`src/rtl/mac_dot_sequencer.sv`:
```
// mac_dot_sequencer: drives an 8-bit signed MAC through one dot product.
// The host fills an operand-pair buffer. On start the sequencer clears the MAC,
// issues vec_len pairs, waits out the multiplier pipeline, finalizes, and then
// captures the MAC's 16-bit result.
// All outputs are registered: each one is computed from the next state.
// Optional feature: define MAC_SEQ_TIMEOUT_EN to abort a WAIT that lasts longer
// than TIMEOUT cycles. The abort pulses err and mac_rst.
module mac_dot_sequencer #(
  parameter int DEPTH    = 16,
  parameter int MULT_LAT = 3,
  parameter int II       = 1,
  parameter int TIMEOUT  = 64
) (
  input  logic                       clk,
  input  logic                       rst_n,
  input  logic                       wr_en,
  input  logic [$clog2(DEPTH)-1:0]   wr_addr,
  input  logic [7:0]                 wr_a,
  input  logic [7:0]                 wr_b,
  input  logic                       start,
  input  logic [$clog2(DEPTH):0]     vec_len,
  output logic                       busy,
  output logic [15:0]                result,
  output logic                       result_valid,
  output logic                       err,
  output logic                       mac_rst,
  output logic                       mac_en,
  output logic [7:0]                 mac_a,
  output logic [7:0]                 mac_b,
  output logic                       mac_finalize,
  input  logic [15:0]                mac_out,
  input  logic                       mac_out_valid
);

  localparam int AW = $clog2(DEPTH);
  localparam int NW = AW + 1;
  // One shared counter serves the issue gap, the drain wait and the timeout.
  localparam int MAX_A   = (II > MULT_LAT + 1) ? II : MULT_LAT + 1;
  localparam int CNT_MAX = (MAX_A > TIMEOUT) ? MAX_A : TIMEOUT;
  localparam int CW      = $clog2(CNT_MAX + 1);

  typedef enum logic [2:0] {
    S_IDLE, S_CLEAR, S_ISSUE, S_DRAIN, S_FINAL, S_WAIT
  } state_t;

  logic [7:0]    mem_a [DEPTH];
  logic [7:0]    mem_b [DEPTH];

  state_t        state_r, state_s;
  logic [NW-1:0] n_r, n_s;
  logic [AW-1:0] idx_r, idx_s, idx_inc_s;
  logic [CW-1:0] cnt_r, cnt_s;
  logic          busy_r, busy_s;
  logic [15:0]   result_r, result_s;
  logic          result_valid_r, result_valid_s;
  logic          err_r, err_s;
  logic          mac_rst_r, mac_rst_s;
  logic          mac_en_r, mac_en_s;
  logic [7:0]    mac_a_r, mac_a_s;
  logic [7:0]    mac_b_r, mac_b_s;
  logic          mac_finalize_r, mac_finalize_s;

  assign idx_inc_s = idx_r + AW'(1);

  // Operand buffer write port. Writes are locked out while a run is in flight.
  always_ff @(posedge clk) begin
    if (wr_en && !busy_r) begin
      mem_a[wr_addr] <= wr_a;
      mem_b[wr_addr] <= wr_b;
    end
  end

  // Next-state logic. It also computes the value each output takes next cycle.
  always_comb begin
    state_s        = state_r;
    n_s            = n_r;
    idx_s          = idx_r;
    cnt_s          = cnt_r;
    result_s       = result_r;
    result_valid_s = 1'b0;
    err_s          = 1'b0;
    mac_rst_s      = 1'b0;
    mac_en_s       = 1'b0;
    mac_finalize_s = 1'b0;
    mac_a_s        = mac_a_r;
    mac_b_s        = mac_b_r;
    case (state_r)
      S_IDLE: begin
        if (start) begin
          if ((vec_len != NW'(0)) && (vec_len <= NW'(DEPTH))) begin
            state_s   = S_CLEAR;
            n_s       = vec_len;
            mac_rst_s = 1'b1;
          end else begin
            err_s = 1'b1;
          end
        end else begin
          state_s = S_IDLE;
        end
      end
      S_CLEAR: begin
        // Pair 0 goes out in the first ISSUE cycle.
        state_s  = S_ISSUE;
        idx_s    = '0;
        cnt_s    = '0;
        mac_en_s = 1'b1;
        mac_a_s  = mem_a[{AW{1'b0}}];
        mac_b_s  = mem_b[{AW{1'b0}}];
      end
      S_ISSUE: begin
        if (cnt_r == CW'(II - 1)) begin
          if ({1'b0, idx_r} == (n_r - NW'(1))) begin
            state_s = S_DRAIN;
            cnt_s   = '0;
          end else begin
            idx_s    = idx_inc_s;
            cnt_s    = '0;
            mac_en_s = 1'b1;
            mac_a_s  = mem_a[idx_inc_s];
            mac_b_s  = mem_b[idx_inc_s];
          end
        end else begin
          cnt_s = cnt_r + CW'(1);
        end
      end
      S_DRAIN: begin
        if (cnt_r == CW'(MULT_LAT)) begin
          state_s        = S_FINAL;
          mac_finalize_s = 1'b1;
        end else begin
          cnt_s = cnt_r + CW'(1);
        end
      end
      S_FINAL: begin
        state_s = S_WAIT;
        cnt_s   = '0;
      end
      S_WAIT: begin
        if (mac_out_valid) begin
          state_s        = S_IDLE;
          result_s       = mac_out;
          result_valid_s = 1'b1;
        end else begin
`ifdef MAC_SEQ_TIMEOUT_EN
          if (cnt_r == CW'(TIMEOUT - 1)) begin
            state_s   = S_IDLE;
            err_s     = 1'b1;
            mac_rst_s = 1'b1;
          end else begin
            cnt_s = cnt_r + CW'(1);
          end
`else
          state_s = S_WAIT;
`endif
        end
      end
      default: begin
        state_s = S_IDLE;
      end
    endcase
    busy_s = (state_s != S_IDLE);
  end

  // State, counters and registered outputs. Reset leaves the MAC held in reset.
  always_ff @(posedge clk or negedge rst_n) begin
    if (!rst_n) begin
      state_r        <= S_IDLE;
      n_r            <= '0;
      idx_r          <= '0;
      cnt_r          <= '0;
      busy_r         <= 1'b0;
      result_r       <= 16'd0;
      result_valid_r <= 1'b0;
      err_r          <= 1'b0;
      mac_rst_r      <= 1'b1;
      mac_en_r       <= 1'b0;
      mac_a_r        <= 8'd0;
      mac_b_r        <= 8'd0;
      mac_finalize_r <= 1'b0;
    end else begin
      state_r        <= state_s;
      n_r            <= n_s;
      idx_r          <= idx_s;
      cnt_r          <= cnt_s;
      busy_r         <= busy_s;
      result_r       <= result_s;
      result_valid_r <= result_valid_s;
      err_r          <= err_s;
      mac_rst_r      <= mac_rst_s;
      mac_en_r       <= mac_en_s;
      mac_a_r        <= mac_a_s;
      mac_b_r        <= mac_b_s;
      mac_finalize_r <= mac_finalize_s;
    end
  end

  assign busy         = busy_r;
  assign result       = result_r;
  assign result_valid = result_valid_r;
  assign err          = err_r;
  assign mac_rst      = mac_rst_r;
  assign mac_en       = mac_en_r;
  assign mac_a        = mac_a_r;
  assign mac_b        = mac_b_r;
  assign mac_finalize = mac_finalize_r;

endmodule
```
`config.mk`:
```
export PLATFORM = sky130hd
export DESIGN_NAME = mac_dot_sequencer
export DESIGN_NICKNAME = d
export VERILOG_FILES = /design/src/rtl/mac_dot_sequencer.sv
export SDC_FILE = /design/constraint.sdc
export NUM_CORES = 1
export LEC_CHECK = 0
export BUFFER_PORTS_ARGS = -buffer_cell sky130_fd_sc_hd__buf_2
export CORE_MARGIN = 5
export CORE_UTILIZATION = 60
export CTS_CLUSTER_SIZE = 28
export DETAILED_ROUTE_END_ITERATION = 8
export GPL_TIMING_DRIVEN = 1
export PLACE_DENSITY = 0.9
export SLEW_MARGIN = 20
export SYNTH_ARGS = -nofsm -noshare
export SYNTH_HDL_FRONTEND = slang
export SYNTH_SLANG_ARGS = --single-unit
```
`constraint.sdc`:
```
create_clock -name clk -period 3.1 [get_ports clk]
set_input_delay 0.62 -clock clk [delete_from_list [all_inputs] [get_ports clk]]
set_output_delay 0.62 -clock clk [all_outputs]
set_load 0.01 [all_outputs]
```
==> results of run 1 <==
[synthesized netlist by cell type, types with 3 or more instances]
cell type,number,area (um2)
xnor2_1,5,43.8
nand2b_1,4,25.0
nand3_1,7,35.0
nor3b_1,4,30.0
clkbuf_1,5,18.8
a31oi_1,4,25.0
mux2_2,39,439
mux2_4,17,255
mux4_2,64,1440
edfxtp_1,256,7690
buf_6,5,56.3
ha_1,4,50.1
nor2_1,25,93.8
nor2b_1,3,18.8
nand2_1,24,90.1
o21ai_0,4,20.0
dfrtp_1,56,1400
nor3_1,9,45.0
inv_1,9,33.8
o21ai_1,16,80.1
buf_2,15,75.1
a21o_1,3,22.5
mux2i_1,34,340
[metrics by stage]
stage               instance area [um2]  setup WS, ns  hold slack, ns  power (W)
finish                            14600         0.566           0.212     0.0140
global placement                  13500         0.661           0.483    0.00975
CTS                               14500         0.540           0.230     0.0140
floorplan                         12700         0.499           0.324    0.00891
global route                      14500         0.457           0.303     0.0145
detailed placement                13500         0.637           0.492     0.0100
[final cells by class]
class | instances | area [um2]
antenna | 1 | 2.50
tap | 275 | 344
clock inverter | 14 | 224
sequential | 313 | 9120
fill | 1208 | 6340
inverter | 10 | 37.5
multi-input combinational | 296 | 3330
clock buffer | 42 | 857
timing repair buffer | 107 | 633
[how the worst max path moves through the flow]
| stage | end | slack, ns | depth (start not counted) |
|---|---|---|---|
| finish | mac_a[7]$_DFFE_PN0P_ | 0.57 | 7 |
| global route | mac_b[4]$_DFFE_PN0P_ | 0.46 | 7 |
| CTS | mac_b[4]$_DFFE_PN0P_ | 0.54 | 7 |
| detailed placement | mac_a[7]$_DFFE_PN0P_ | 0.64 | 7 |
| global placement | mac_a[7]$_DFFE_PN0P_ | 0.66 | 7 |
| floorplan | mem_a[0][0]$_DFFE_PP_ | 0.50 | 3 |
[state kept, by name (all words and copies together), names as in the netlist]
signal,count
mem_a,128
mem_b,128
result,16
mac_a,8
mac_b,8
cnt_r,7
n_r,5
idx_r,4
state_r,3
busy,1
err,1
mac_en,1
mac_finalize,1
mac_rst,1
result_valid,1
[cells in the final DEF (no fill, tap or decap), types with 5 or more instances in the layout]
master | synthesis | final
inv_1 | 9 | 9
buf_4 | 2 | 21
nand2_1 | 24 | 24
buf_2 | 15 | 83
nand3_1 | 7 | 7
clkinv_2 | 0 | 7
mux4_2 | 64 | 64
mux2_2 | 39 | 39
edfxtp_1 | 256 | 256
mux2i_1 | 34 | 34
o21ai_1 | 16 | 16
nor2_1 | 25 | 25
dfrtp_1 | 56 | 55
clkbuf_1 | 5 | 7
mux2_4 | 17 | 17
bufinv_16 | 0 | 6
nor3_1 | 9 | 5
clkbuf_16 | 0 | 31
xnor2_1 | 5 | 5
[logic make-up after synthesis]
kind of cell | Yosys count
compound gates | 40
simple gates | 89
mux | 154
xor+xnor | 9
buf+inv | 39
fa+ha+maj | 4
flops | 313
[worst max-delay path, cell delays in order (launching register included)]
cell and delay [ns]:
dfrtp_4 0.49, ha_2 0.36, buf_12 0.34, mux4_2 0.37
mux2i_1 0.28, mux2_2 0.21, o21ai_1 0.05, mux2_4 0.28
[power by group through the flow]
| stage | clock [W] | sequential, W | combinational (W) |
|---|---|---|---|
| 2_1_floorplan | 0 | 0.00514 | 0.00378 |
| 3_3_place_gp | 0 | 0.00518 | 0.00457 |
| 3_5_place_dp | 0 | 0.00520 | 0.00481 |
| 4_1_cts | 0.00397 | 0.00513 | 0.00493 |
| 5_1_grt | 0.00417 | 0.00516 | 0.00520 |
| 6_report | 0.00393 | 0.00514 | 0.00490 |
[layer usage]
metal | track usage (%) | share of wire (%) | vias to the layer above
li1 | - | - | 2810
met1 | 33.0 | 38 | 3422
met2 | 39.7 | 50 | 414
met3 | 4.12 | 9.8 | 40
met4 | 5.09 | 1.9 | 0
met5 | 0 | 0 | -
==> impl_metrics.tcl, run 1 <==
set metrics [dict create \
    grt_setup_unrepaired "no" \
    path_max_fanout 64 \
    root_buffer "clkbuf_16" \
    cts_buffers 30 \
    yosys_warnings 0 \
    switching_power_w 0.00423 \
    max-vdd-ir-drop_mv 0.960 \
    cts_sinks 313 \
    fin_nets 808 \
    r2r-end "mac_a[7]$_DFFE_PN0P_" \
    vias 6686 \
    power.share.combinational_pct 35.1 \
    fp-row-count 53 \
    finalSetupViolCount 0 \
    maxSlewHeadroom_pct 33.1 \
    clkLatencyLatePin_ns 0.55 \
    r2r_start "idx_r[0]$_DFFE_PN0P_" \
    critPathLaunchType "flop" \
    grt_max_degree 69 \
    p_seq_share_pct 36.8 \
    clockPowerShare_pct 28.1 \
    synth_cell_type_count 48 \
    tightest_slew_ns 1.00 \
    grt_pass1_vias 7056 \
    synth_mux_area_share_pct 19.6 \
    drtIter0Drc 671 \
    hold_class "primary input to async pin" \
    synth-adder-area-share_pct 0.395 \
    postCtsSetupBuffers 0 \
    crit_path_end_kind "flop" \
    p_int_w 0.00974 \
    syn_nets 698 \
    start_util_pct 60.6 \
    cp-startpoint "idx_r[0]$_DFFE_PN0P_" \
    required_ns 3.54 \
    vias_per_cell 6.32 \
    synth_edf_count 256 \
    wl_per_cell_um 26.6 \
    die_w_um 155 \
    hold_viol 0 \
    core_area_mm2 0.0209 \
    swShare_pct 30.3 \
    critPathArrivalTime_ns 2.97 \
    p_leak_nw 5.22 \
    final_cells 1058 \
    synthFlopType "edfxtp_1" \
    async_flop_share_pct 18.2 \
    max-cap-violations 0 \
    max_freq_mhz 395 \
    cts_tree "done" \
    pin_count 84 \
    crit_type "flop to flop" \
    routabilityCongestion 0.862 \
    io_buffers 83 \
    clk_path_buf_depth 3 \
    finalSetupTns_ns 0 \
    dp_hpwl_mm 15.8 \
    drive_gt1_share_pct 36.7 \
    grt_pass1_wl_mm 42.6 \
    finalWirelength_mm 28.1 \
    min_period_over_period_pct 81.8 \
    reg2regPathDepth 7 \
    syn2layout_area_growth_pct 15.0 \
    synth_xor_area_share_pct 0.741 \
    yosysSeqAreaShare_pct 72.0 \
    die-height_um 155 \
    overflow 0 \
    ctsHtreeMaxLevel 1 \
    dp.cells 1001 \
    synth.avg_cell_area_um2 19.5 \
    netlist_area_mm2 0.0127 \
    finClkSkew_ns 0.0150 \
    synth_top_family_by_area "multiplexers" \
    cts_resized 0 \
    drc_errors 0 \
    dr.pass1.iters 5 \
    clkTransAtPathRegs_ns 0.06 \
    ys_ff_latch 313 \
    cts_hold_buf 0 \
    antenna_found_initial 0 \
    r2r_slack_ns 0.57 \
    grt_use_total_pct 23.5 \
    dieArea_mm2 0.0241 \
    post-route-util_pct 69.7 \
    synth_compound_area_share_pct 1.95 \
    slew_viol_final 0 \
    post-route-min-period_ns 2.53 \
    syn_inst 648 \
    powerDensity_mw_per_mm2 960 \
    ant_nets 0 \
    status "finished, final reports clean" \
    synthSimpleGateAreaFrac_pct 3.43 \
]
Power figures use the tool's default switching activity.
==> run 2: changes to the inputs <==
- ABC_AREA: unset -> 1
- CORE_UTILIZATION: 60 -> 55
- PLACE_DENSITY: 0.9 -> 0.87
- clock period: 3.1 -> 2.2 ns (I/O delays scaled with it)
==> impl_metrics.tcl, run 2 <==
set metrics [dict create \
    tightest_slew_ns 0.476 \
    die-height_um 167 \
    pin_count 84 \
    ant_nets 0 \
    core_area_mm2 0.0243 \
    swShare_pct 38.8 \
    crit_path_end_kind "flop" \
    hold_viol 0 \
    dp_slack_ns 0.140 \
    syn_nets 1425 \
    yosysTopAreaCell "edfxtp_1" \
    r2r-end "mac_b[3]$_DFFE_PN0P_" \
    clkLatencyLatePin_ns 0.56 \
    critPathArrivalTime_ns 2.55 \
    synthTopCellsByCount "nand2_1, edfxtp_1, nand3_1" \
    post-route-min-period_ns 2.11 \
    cp-startpoint "idx_r[2]$_DFFE_PN0P_" \
    finalWirelength_mm 34.5 \
    syn2layout_area_growth_pct 15.9 \
    dp_hpwl_mm 20.1 \
    fp-row-count 57 \
    synth_top_area_share_pct 56.6 \
    critPathLaunchType "flop" \
    cp.depth 7 \
    final_area_mm2 0.0157 \
    diodes 0 \
    vias_per_cell 5.65 \
    finalSetupViolCount 0 \
    mostFrequentLayoutCells "nand2_1, edfxtp_1, nand3_1" \
    drc_errors 0 \
    synth_mux_area_share_pct 0 \
    ys_ff_latch 313 \
    root_buffer "clkbuf_16" \
    r2r_slack_ns 0.09 \
    powerDensity_mw_per_mm2 1270 \
    place_area_mm2 0.0147 \
    synthTopCellsByArea "edfxtp_1, nand2_1, dfrtp_1, nand3_1, inv_1" \
    critical_path.endpoint "mac_b[3]$_DFFE_PN0P_" \
    wl_per_cell_um 19.0 \
    crit_family "simple AND/OR/NAND/NOR gates" \
    final.setup.worst_slack_ns 0.0867 \
    clk_path_buf_depth 3 \
    power.share.combinational_pct 39.4 \
    clkTransAtPathRegs_ns 0.06 \
    antenna_found_initial 0 \
    synth_compound_area_share_pct 1.00 \
    final_common_cell "nand2_1" \
    switching_power_w 0.00777 \
    io_buffers 83 \
    yosysSeqAreaShare_pct 67.1 \
    max-vdd-ir-drop_mv 0.980 \
    grt_pass1_wl_mm 53.6 \
    p_leak_nw 6.94 \
    synth_xor_area_share_pct 0.377 \
    min_period_over_period_pct 96.1 \
    required_ns 2.63 \
    status "finished, final reports clean" \
    slew_viol_final 0 \
    synth_edf_count 256 \
    drive_gt1_share_pct 13.0 \
    max-cap-violations 0 \
    grt_use_total_pct 24.0 \
    crit_chain "nand3_1, xor2_2, inv_2, nand3_1, nand3_1, nand3_1, nand2_1" \
    routabilityCongestion 0.836 \
    timing.hold.ws_ns 0.0823 \
    overflow 0 \
    finalSetupTns_ns 0 \
    min-delay-start "mac_out[13]" \
    synthFlopType "edfxtp_1" \
    die_w_um 167 \
    cpMaxStageDelayCell "dfrtp_1" \
    worst-path-buf-inv 1 \
    start_util_pct 55.9 \
    cp_common_cell "nand3_1" \
    cts_buffers 30 \
    synth_top_family_by_area "simple AND/OR/NAND/NOR gates" \
    maxSlewHeadroom_pct 68.2 \
    grt_setup_unrepaired "no" \
    ctsHtreeMaxLevel 1 \
    drtIter0Drc 1644 \
    finClkSkew_ns 0.0167 \
    syn_inst 1375 \
    r2r_start "idx_r[2]$_DFFE_PN0P_" \
    async_flop_share_pct 18.2 \
    dieArea_mm2 0.0280 \
    grt_pass1_vias 10000 \
    max_freq_mhz 473 \
    netlist_area_mm2 0.0136 \
    grt_max_degree 91 \
    critPathMaxStageDelay_ns 0.51 \
    path_max_fanout 17 \
    synth_cell_type_count 29 \
    yosysMostFrequentCell "nand2_1" \
    dr.pass1.iters 7 \
    fin_nets 1521 \
    clockPowerShare_pct 25.1 \
    crit_type "flop to flop" \
    reg2regPathDepth 7 \
    vias 10300 \
    synthSimpleGateAreaFrac_pct 24.0 \
    cts_sinks 313 \
    cts_tree "done" \
    hold_class "primary input to flop" \
    synth-adder-area-share_pct 0.368 \
    power.total_w 0.0200 \
    p_int_w 0.0123 \
    p_seq_share_pct 35.5 \
    synth.avg_cell_area_um2 9.88 \
    postCtsSetupBuffers 0 \
    yosys_warnings 0 \
]
==> run 2: cell types whose count changed in the layout (fill, tap and decap cells not counted), moves of 5 or more <==
cell	previous run	this run
nor2_1	25	62
buf_12	3	24
inv_1	9	170
mux2_4	17	0
nand2_1	24	477
mux2i_1	34	0
mux2_2	39	0
buf_4	21	14
xnor2_1	5	0
inv_2	1	14
nand3_1	7	230
mux4_2	64	0
==> run 2: repair_timing <==
action	CTS	global route
hold endpoints to repair	15	0
hold buffers	1	0
gates resized for setup	0	1
endpoints found under the setup margin	0	2
==> run 2: layout make-up <==
| cell class | count | area [um2] |
|---|---|---|
| multi-input cells | 817 | 3510 |
| fillers | 1634 | 8570 |
| inverters | 185 | 696 |
| well taps | 324 | 405 |
| clock inverters | 15 | 143 |
| clock buffers | 41 | 822 |
| repair buffers | 124 | 1050 |
| flip-flops and latches | 313 | 9120 |
==> run 2: logic make-up after synthesis <==
family | Yosys count
AND/OR/NAND/NOR | 782
buffers and inverters | 245
XOR/XNOR | 5
adder cells (fa/ha/maj) | 4
flip-flops | 313
AO/OA/AOI/OAI | 26
==> run 2: stage by stage <==
| step | util, % | cells |
|---|---|---|
| 2_1_floorplan | - | 1375 |
| 3_3_place_gp | 60.6 | 1761 |
| 3_5_place_dp | 60.6 | 1761 |
| 4_1_cts | 64.6 | 1818 |
| 5_1_grt | 64.7 | 1819 |
| 6_report | 64.7 | 1819 |
==> run 2: power by group through the flow <==
| stage | logic [W] | registers (W) | clock network (W) |
|---|---|---|---|
| 2_1_floorplan | 0.00492 | 0.00725 | 0 |
| 3_3_place_gp | 0.00711 | 0.00721 | 0 |
| 3_5_place_dp | 0.00743 | 0.00722 | 0 |
| 4_1_cts | 0.00760 | 0.00711 | 0.00504 |
| 5_1_grt | 0.00854 | 0.00715 | 0.00532 |
| 6_report | 0.00789 | 0.00712 | 0.00502 |
==> run 2: per-layer routing <==
metal | global-route usage (%) | routed length [um] | up-vias
li1 | - | - | 4647
met1 | 32.1 | 12500 | 4787
met2 | 39.7 | 16500 | 733
met3 | 4.53 | 4170 | 118
met4 | 8.96 | 1300 | 0
met5 | 0 | 0 | -
==> run 2: how the worst min path moves through the flow <==
stage	cells after the start	endpoint	slack, ns
finish	3	result[13]$_DFFE_PN0P_	0.08
global route	3	result[13]$_DFFE_PN0P_	0.07
global placement	1	mac_b[4]$_DFFE_PN0P_	0.42
floorplan	0	busy$_DFF_PN0_	0.14
CTS	3	result[5]$_DFFE_PN0P_	0.07
detailed placement	1	mac_b[4]$_DFFE_PN0P_	0.41
==> run 2: worst reg2reg max path, delay by kind of cell, from the launching register on <==
kind / cells / cell delay (ns)
buffers and inverters: 1 / 0.34
flip-flops: 1 / 0.51
XOR/XNOR: 1 / 0.42
AND/OR/NAND/NOR: 5 / 0.71
==> run 3: changes to the inputs <==
- ABC_AREA: 1 -> unset
- CORE_UTILIZATION: 55 -> 54
- PLACE_DENSITY: 0.87 -> 0.86
==> impl_metrics.tcl, run 3 (synthesis gave the netlist of run 1 again) <==
set metrics [dict create \
    status "finished with violations" \
    violations "setup timing" \
    hold_class "primary input to flop" \
    io_buffers 83 \
    finalSetupTns_ns -0.137 \
    drc_errors 0 \
    grt_max_degree 37 \
    cts_tree "done" \
    tightest_slew_ns 0.498 \
    holdPathEnd "result[5]$_DFFE_PN0P_" \
    dp_hpwl_mm 16.1 \
    final_area_mm2 0.0149 \
    pin_count 84 \
    highest_layer "met5" \
    finalWirelength_mm 28.4 \
    r2r_slack_ns -0.04 \
    post-route-min-period_ns 2.24 \
    clk_path_buf_depth 3 \
    start_util_pct 54.4 \
    die_w_um 163 \
    post-route-util_pct 64.0 \
    vias 6742 \
    fillers 1511 \
    path_max_fanout 8 \
    die-height_um 163 \
    final_cells 1125 \
    max_freq_mhz 447 \
    critPathLaunchType "flop" \
    r2r_start "idx_r[0]$_DFFE_PN0P_" \
    finClkSkew_ns 0.0127 \
    fin_nets 834 \
    min-delay-start "mac_out[5]" \
    max-vdd-ir-drop_mv 0.799 \
    dp.cells 1068 \
    crit_type "flop to flop" \
    fp-row-count 56 \
    r2r-end "mac_b[0]$_DFFE_PN0P_" \
    hold_viol 0 \
    powerDensity_mw_per_mm2 1340 \
    final_common_cell "edfxtp_1" \
    max-cap-violations 0 \
    required_ns 2.62 \
    overflow 0 \
    drtIter0Drc 791 \
    diodes 0 \
    crit_path_end_kind "flop" \
    ctsHtreeMaxLevel 1 \
    grt_pass1_wl_mm 42.6 \
    grt_use_total_pct 21.6 \
    place_area_mm2 0.0138 \
    p_leak_nw 5.34 \
    grt_pass1_vias 6982 \
    ant_nets 0 \
    wl_per_cell_um 25.2 \
    cts_buffers 29 \
    drive_gt1_share_pct 38.5 \
    dp_slack_ns -0.117 \
    maxSlewHeadroom_pct 66.8 \
    min_period_over_period_pct 102 \
    vias_per_cell 5.99 \
    dr.pass1.iters 5 \
    root_buffer "clkbuf_16" \
    antenna_found_initial 4 \
    grt_setup_unrepaired "yes" \
    clkLatencyLatePin_ns 0.54 \
    reg2regPathDepth 8 \
    dr_wl_met2_mm 13.8 \
    clkTransAtPathRegs_ns 0.07 \
    mostFrequentLayoutCells "edfxtp_1, buf_2, mux4_2" \
    finalSetupViolCount 8 \
    cts_sinks 313 \
    syn2layout_area_growth_pct 17.7 \
    routabilityCongestion 0.778 \
    slew_viol_final 0 \
    critPathArrivalTime_ns 2.66 \
    wl_met1_mm 11.3 \
    hold_path_depth 2 \
    core_area_mm2 0.0233 \
    dieArea_mm2 0.0266 \
    wl_met3_mm 2.68 \
    final.setup.worst_slack_ns -0.0376 \
]
run 3: cell count changes in the layout (fill, tap and decap cells not counted), sizes merged, moves of 7 or more:
cell / change
mux2i: +34
clkbuf: +7
nor2: -37
inv: -174
nand3: -223
buf: +11
mux2: +56
clkinv: -11
mux4: +64
nand2: -456
run 3: per-layer routing:
layer | GRT usage (%) | vias to the layer above
li1 | - | 2864
met1 | 30.3 | 3485
met2 | 35.2 | 338
met3 | 5.12 | 49
met4 | 4.77 | 6
met5 | 0 | -
run 3: what timing repair did:
item,CTS,global route
hold buffers,1,0
resized for setup,12,10
endpoints found under the hold margin,15,0
gates cloned,0,0
pin swaps,1,1
endpoints found under the setup margin,17,18
buffers inserted,4,1
run 3: through the flow:
stage,total power [W],hold WS [ns]
global route,0.0210,0.124
CTS,0.0199,0.116
floorplan,0.0126,0.144
detailed placement,0.0146,0.399
finish,0.0200,0.129
global placement,0.0144,0.402
run 3: layout make-up:
class | instances | area, um2 | area share [%]
clock buffer | 49 | 860 | 5.77
clock inverter | 4 | 73.8 | 0.496
inverter | 10 | 37.5 | 0.252
multi-input combinational | 296 | 3390 | 22.8
sequential | 313 | 9120 | 61.2
tap | 319 | 399 | 2.68
timing repair buffer | 134 | 1010 | 6.78
run 3: how the worst max path moves through the flow:
stage,slack [ns],start,end
after floorplan,0.13,idx_r[1]$_DFFE_PN0P_,mac_a[5]$_DFFE_PN0P_
after global placement,-0.04,idx_r[0]$_DFFE_PN0P_,mac_b[2]$_DFFE_PN0P_
after detailed placement,-0.12,idx_r[0]$_DFFE_PN0P_,mac_b[7]$_DFFE_PN0P_
after CTS,-0.05,idx_r[0]$_DFFE_PN0P_,mac_b[0]$_DFFE_PN0P_
after global routing,-0.10,idx_r[0]$_DFFE_PN0P_,mac_a[3]$_DFFE_PN0P_
final,-0.04,idx_r[0]$_DFFE_PN0P_,mac_b[0]$_DFFE_PN0P_
run 3: critical path, cell delays in order (launching register included):
cell	delay, ns
dfrtp_4	0.50
ha_4	0.35
buf_12	0.15
buf_12	0.12
mux4_2	0.30
mux2i_1	0.19
mux2_4	0.18
o21ai_2	0.05
mux2_4	0.27
run 3: where the power goes:
| part | switching [W] | internal (W) |
|---|---|---|
| Clock | 0.00205 | 0.00288 |
| Combinational | 0.00367 | 0.00418 |
| Sequential | 0.000387 | 0.00683 |
